<file path="src/rtl/result_requant_drain.sv">
// result_requant_drain: snapshots 16 Q16.16 accumulators, requantises
// them to Q8.8 with rounding and saturation, then streams the words out.
module result_requant_drain #(
   parameter int ACC_W = 32,
   parameter int DW    = 16,
   parameter int FRAC  = 8,
   parameter int AW    = 7
) (
   input  logic                clk,
   input  logic                rst,
   input  logic                done,
   input  logic [16*ACC_W-1:0] c_bus,
   output logic [DW-1:0]       out_data,
   output logic [3:0]          out_idx,
   output logic                out_valid,
   input  logic                out_ready,
   output logic                frame_done,
   output logic                busy,
   output logic [4:0]          sat_cnt,
   output logic                overrun,
   input  logic [AW-1:0]       addr_out,
   input  logic                oe,
   output logic [DW-1:0]       rdata
);

   typedef enum logic [1:0] {IDLE, CONVERT, STREAM} state_t;

   localparam logic signed [ACC_W:0] RND  = (ACC_W+1)'(1) << (FRAC-1);
   localparam logic signed [ACC_W:0] MAXV = (ACC_W+1)'((1 << (DW-1)) - 1);
   localparam logic signed [ACC_W:0] MINV = ~MAXV;
   localparam logic [DW-1:0] SAT_P = {1'b0, {(DW-1){1'b1}}};
   localparam logic [DW-1:0] SAT_N = {1'b1, {(DW-1){1'b0}}};

   state_t state, state_nx;
   logic [3:0]       idx;
   logic [ACC_W-1:0] cap     [16];
   logic [DW-1:0]    res_buf [16];

   logic signed [ACC_W:0] rq_sum;
   logic signed [ACC_W:0] rq_y;
   logic [DW-1:0]         rq_word;
   logic                  rq_sat;
   logic                  last_hs;

   assign last_hs = out_valid && out_ready && (out_idx == 4'd15);

   // round-half-up then arithmetic shift, widened by one bit so the
   // rounding add can never wrap; clamp to the signed DW range
   always_comb begin
      rq_sum  = $signed({cap[idx][ACC_W-1], cap[idx]}) + RND;
      rq_y    = rq_sum >>> FRAC;
      rq_word = rq_y[DW-1:0];
      rq_sat  = 1'b0;
      if (rq_y > MAXV) begin
         rq_word = SAT_P;
         rq_sat  = 1'b1;
      end else if (rq_y < MINV) begin
         rq_word = SAT_N;
         rq_sat  = 1'b1;
      end
   end

   // state register
   always_ff @(posedge clk or negedge rst) begin
      if (!rst) state <= IDLE;
      else      state <= state_nx;
   end

   // next-state: convert 16 words, then stream until the last accept
   always_comb begin
      state_nx = state;
      unique case (state)
         IDLE:    if (done) state_nx = CONVERT;
         CONVERT: if (idx == 4'd15) state_nx = STREAM;
         STREAM:  if (last_hs) state_nx = IDLE;
         default: state_nx = IDLE;
      endcase
   end

   // state-decoded outputs
   always_comb begin
      busy = (state != IDLE);
   end

   // capture, conversion, stream and status registers
   always_ff @(posedge clk or negedge rst) begin
      if (!rst) begin
         idx        <= '0;
         out_data   <= '0;
         out_idx    <= '0;
         out_valid  <= 1'b0;
         frame_done <= 1'b0;
         sat_cnt    <= '0;
         overrun    <= 1'b0;
         for (int i = 0; i < 16; i++) begin
            cap[i]     <= '0;
            res_buf[i] <= '0;
         end
      end else begin
         frame_done <= 1'b0;
         if (done && state != IDLE) overrun <= 1'b1;
         unique case (state)
            IDLE: begin
               if (done) begin
                  for (int i = 0; i < 16; i++)
                     cap[i] <= c_bus[i*ACC_W +: ACC_W];
                  sat_cnt <= '0;
                  idx     <= '0;
               end
            end
            CONVERT: begin
               res_buf[idx] <= rq_word;
               if (rq_sat) sat_cnt <= sat_cnt + 5'd1;
               idx <= idx + 4'd1;
            end
            STREAM: begin
               if (!out_valid) begin
                  out_valid <= 1'b1;
                  out_idx   <= '0;
                  out_data  <= res_buf[0];
               end else if (out_ready) begin
                  if (out_idx == 4'd15) begin
                     out_valid  <= 1'b0;
                     frame_done <= 1'b1;
                  end else begin
                     out_idx  <= out_idx + 4'd1;
                     out_data <= res_buf[out_idx + 4'd1];
                  end
               end
            end
            default: ;
         endcase
      end
   end

   // registered random-read port; out-of-range addresses read as zero
   always_ff @(posedge clk or negedge rst) begin
      if (!rst) begin
         rdata <= '0;
      end else if (oe) begin
         if (addr_out < AW'(16)) rdata <= res_buf[addr_out[3:0]];
         else                    rdata <= '0;
      end
   end

endmodule

</file>
<file path="config.mk">
export PLATFORM = sky130hd
export DESIGN_NAME = result_requant_drain
export DESIGN_NICKNAME = d
export VERILOG_FILES = /design/src/rtl/result_requant_drain.sv
export SDC_FILE = /design/constraint.sdc
export NUM_CORES = 2
export LEC_CHECK = 0
export CELL_PAD_IN_SITES_DETAIL_PLACEMENT = 2
export CELL_PAD_IN_SITES_GLOBAL_PLACEMENT = 2
export CORE_ASPECT_RATIO = 1.4
export CORE_MARGIN = 2
export CORE_UTILIZATION = 25
export DETAILED_ROUTE_END_ITERATION = 7
export PLACE_DENSITY_LB_ADDON = 0.2
export RECOVER_POWER = 50
export SLEW_MARGIN = 20
export SYNTH_ARGS = -nofsm -noshare
export SYNTH_HDL_FRONTEND = slang
export SYNTH_SLANG_ARGS = --single-unit
</file>
<file path="constraint.sdc">
create_clock -name clk -period 10.8 [get_ports clk]
set_input_delay 1.08 -clock clk [delete_from_list [all_inputs] [get_ports clk]]
set_output_delay 1.08 -clock clk [all_outputs]
set_load 0.05 [all_outputs]
</file>
==> impl_metrics.csv <==
group,metric,value,unit
detailed_routing,first_pass_iters,5,
sta,fin_crit,7.000,ns
sta,skew,0.04362,ns
detailed_routing,wl,131.8,mm
clock_tree,root_buffer,"clkbuf_16",
worst_setup_path,critPathArrivalTime,7.16,ns
sta,fmax,142.9,MHz
worst_setup_path,required,10.96,ns
detailed_routing,drc,0,
clock_tree,clkTransAtPathRegs,0.06,ns
worst_setup_path,path_depth,2,
synthesis,synth_seq_area_share,51.98,%
clock_tree,cts_resized,0,
placed_design,gp_congestion,0.7669,
clock_tree,cts_setup_buffers,0,
cells_and_area,mostFrequentLayoutCells,"nand2_1, dfrtp_1, clkdlybuf4s50_1, mux4_2, o21ai_0",
worst_setup_path,reg2reg_depth,15,
placed_design,dp_hpwl,89.44,mm
die,die_w,315.6,um
worst_setup_path,cp-start-kind,"input pin",
global_routing,grt_pass1_vias,29040,
clock_tree,cts_buffers,84,
worst_setup_path,critPathBufInv,2,
worst_setup_path,critPathCaptureType,"async pin",
synthesis,syn_nets,3820,
detailed_routing,ant_nets,0,
synthesis,synth_cells,3289,
sta,rsz0062_at_grt,"false",
clock_tree,clock_path_buffers,3,
global_routing,grt-ovfl-total,0,
detailed_routing,avgRoutedWirePerCell,24.01,um
die,start_util,25.11,%
hold_path,min_path_type,"register to register",
synthesis,ys.warnings.count,0,
worst_setup_path,cp_common_cell,"clkbuf_1",
sta,tns,0,ns
clock_tree,ctsHoldBuffers,0,
die,dieArea,138900,um^2
global_routing,antenna_found_initial,88,
global_routing,grt_usage,19.19,%
die,die_h,440.3,um
power_and_ir_drop,p_per_area,320.4,nW/um^2
clock_tree,htreeDepth,3,
global_routing,grt_max_degree,190,
synthesis,synth_edf_count,0,
detailed_routing,drtIter0Drc,1178,
global_routing,grt_pass1_wl,196.8,mm
sta,final_hold_viol_count,0,
cells_and_area,fillers,14820,
hold_path,min_path_cells,1,
cells_and_area,final_common_cell,"nand2_1",
detailed_routing,vias,26110,
die,pin_count,569,
placed_design,dp_cells,5321,
job,drv_cap,7,
synthesis,synth_ff_type,"dfrtp_1",
sta,tightest_slew,5.589,ns
clock_tree,clock_latency,0.70,ns
status,outcome,"complete, but fails checks",
die,fp-row-count,160,
worst_setup_path,critPathMaxFanout,95,
clock_tree,clock-sinks,706,
sta,slew-limit-headroom,-272.6,%
sta,slew_violations,389,
synthesis,synth-seq-cells,706,
sta,finalSetupViolCount,0,
cells_and_area,layout-drive-gt1-share,13.26,%
synthesis,yosysUniqueCellTypes,63,
worst_setup_path,critical_path.max_stage_delay,3.72,ns
placed_design,numPortBuffers,456,
cells_and_area,fin_cells,5490,
sta,fin_crit_sh,64.81,%
synthesis,syn_area_per_cell,10.33,um^2
sta,whs,0.4637,ns
worst_setup_path,slowest_stage,"clkbuf_1",
cells_and_area,area_growth,26.06,%
cells_and_area,nNetsFinal,4156,
worst_setup_path,critPathKind,"input pin to async pin",
synthesis,async_reset_ff_share,100.0,%
die,core,135300,um^2
synthesis,synthesis.area,33990,um^2
clock_tree,cts_tree,"done",
power_and_ir_drop,power.leakage,19.34,nW
worst_setup_path,crit_chain,"clkbuf_1 -> clkbuf_1",
status,violations,"capacitance limit, slew limit",
worst_setup_path,cp_top_family,"buffers and inverters",
power_and_ir_drop,ir_drop,0.0001758,V
detailed_routing,vias_per_cell,4.756,
## routing by layer
layer / vias up / track usage, % / part of all wire [%]
met2: 528 / 33.72 / 51
met1: 13410 / 22.36 / 40
met4: 124 / 4.854 / 2.3
li1: 11800 / - / -
met5: - / 0 / 0.58
met3: 252 / 6.343 / 6.9
## kinds of logic (layout without fill, tap and decap cells)
kind of cell	count (synthesis)	count (layout)	synth area share, %
flip-flops	706	706	51.98
AO/OA/AOI/OAI	370	370	6.469
AND/OR/NAND/NOR	1621	1621	18.58
XOR/XNOR	14	14	0.3608
multiplexers	294	294	18.49
adder cells (fa/ha/maj)	7	7	0.2577
other	0	20	0
buffers and inverters	277	676	3.855
## sequential cells by signal, summed over array words and instances, names as in the netlist
signal,count
state,2
frame_done,1
sat_cnt,5
out_valid,1
idx,4
out_data,16
overrun,1
res_buf,256
out_idx,4
rdata,16
cap,400
## path summary, 6_finish.rpt
| kind | startpoint | endpoint | slack, ns |
|---|---|---|---|
| min in group asynchronous | rst | cap[147] | 2.32 |
| worst max register to register | idx[0] | res_buf[32] | 4.65 |
| worst min register to register | overrun | overrun | 0.46 |
| max in group clk | idx[0] | res_buf[32] | 4.65 |
| worst min-delay path | overrun | overrun | 0.46 |
| worst max-delay path | rst | cap[200] | 3.80 |
## area by class of cell
| type | instances | area, um^2 | share of cell area (%) |
|---|---|---|---|
| clock inverter | 21 | 295.3 | 0.6892 |
| antenna | 20 | 50.05 | 0.1168 |
| multi-input combinational | 2306 | 15110 | 35.27 |
| sequential | 706 | 17680 | 41.26 |
| inverter | 38 | 145.1 | 0.3388 |
| tap | 1782 | 2230 | 5.204 |
| timing repair buffer | 489 | 4826 | 11.26 |
| clock buffer | 128 | 2511 | 5.861 |
## metrics by stage
| step | total power [W] | worst slack, ns | area (um^2) | utilization (%) |
|---|---|---|---|---|
| after global routing | 0.01473 | 2.489 | 42810 | 31.63 |
| after floorplan | 0.008769 | 6.549 | 33990 | - |
| after detailed placement | 0.01100 | 4.455 | 40000 | 29.56 |
| after global placement | 0.01081 | 4.526 | 40000 | 29.56 |
| after CTS | 0.01405 | 4.452 | 42810 | 31.63 |
| final | 0.01373 | 3.800 | 42840 | 31.66 |
## Yosys cell counts (11+ instances only)
master / number / area share (%)
dfrtp_1: 706 / 52
mux4_2: 266 / 18
mux2i_1: 26 / 0.77
o21ai_1: 103 / 1.5
o22ai_1: 17 / 0.31
inv_1: 37 / 0.41
clkbuf_1: 164 / 1.8
nand2_1: 1527 / 17
nand3_1: 18 / 0.27
buf_1: 25 / 0.28
o21ai_0: 167 / 2.5
a22oi_1: 24 / 0.53
nor2_1: 14 / 0.15
buf_6: 18 / 0.60
o21ai_2: 11 / 0.28
buf_2: 16 / 0.24
## report_power, final
part	switching (W)	leakage (nW)	internal [W]
Sequential	0.000861	8.81	0.00385
Combinational	0.00360	9.14	0.00245
Clock	0.00122	1.38	0.00174
(Power assumes the default switching activity.)
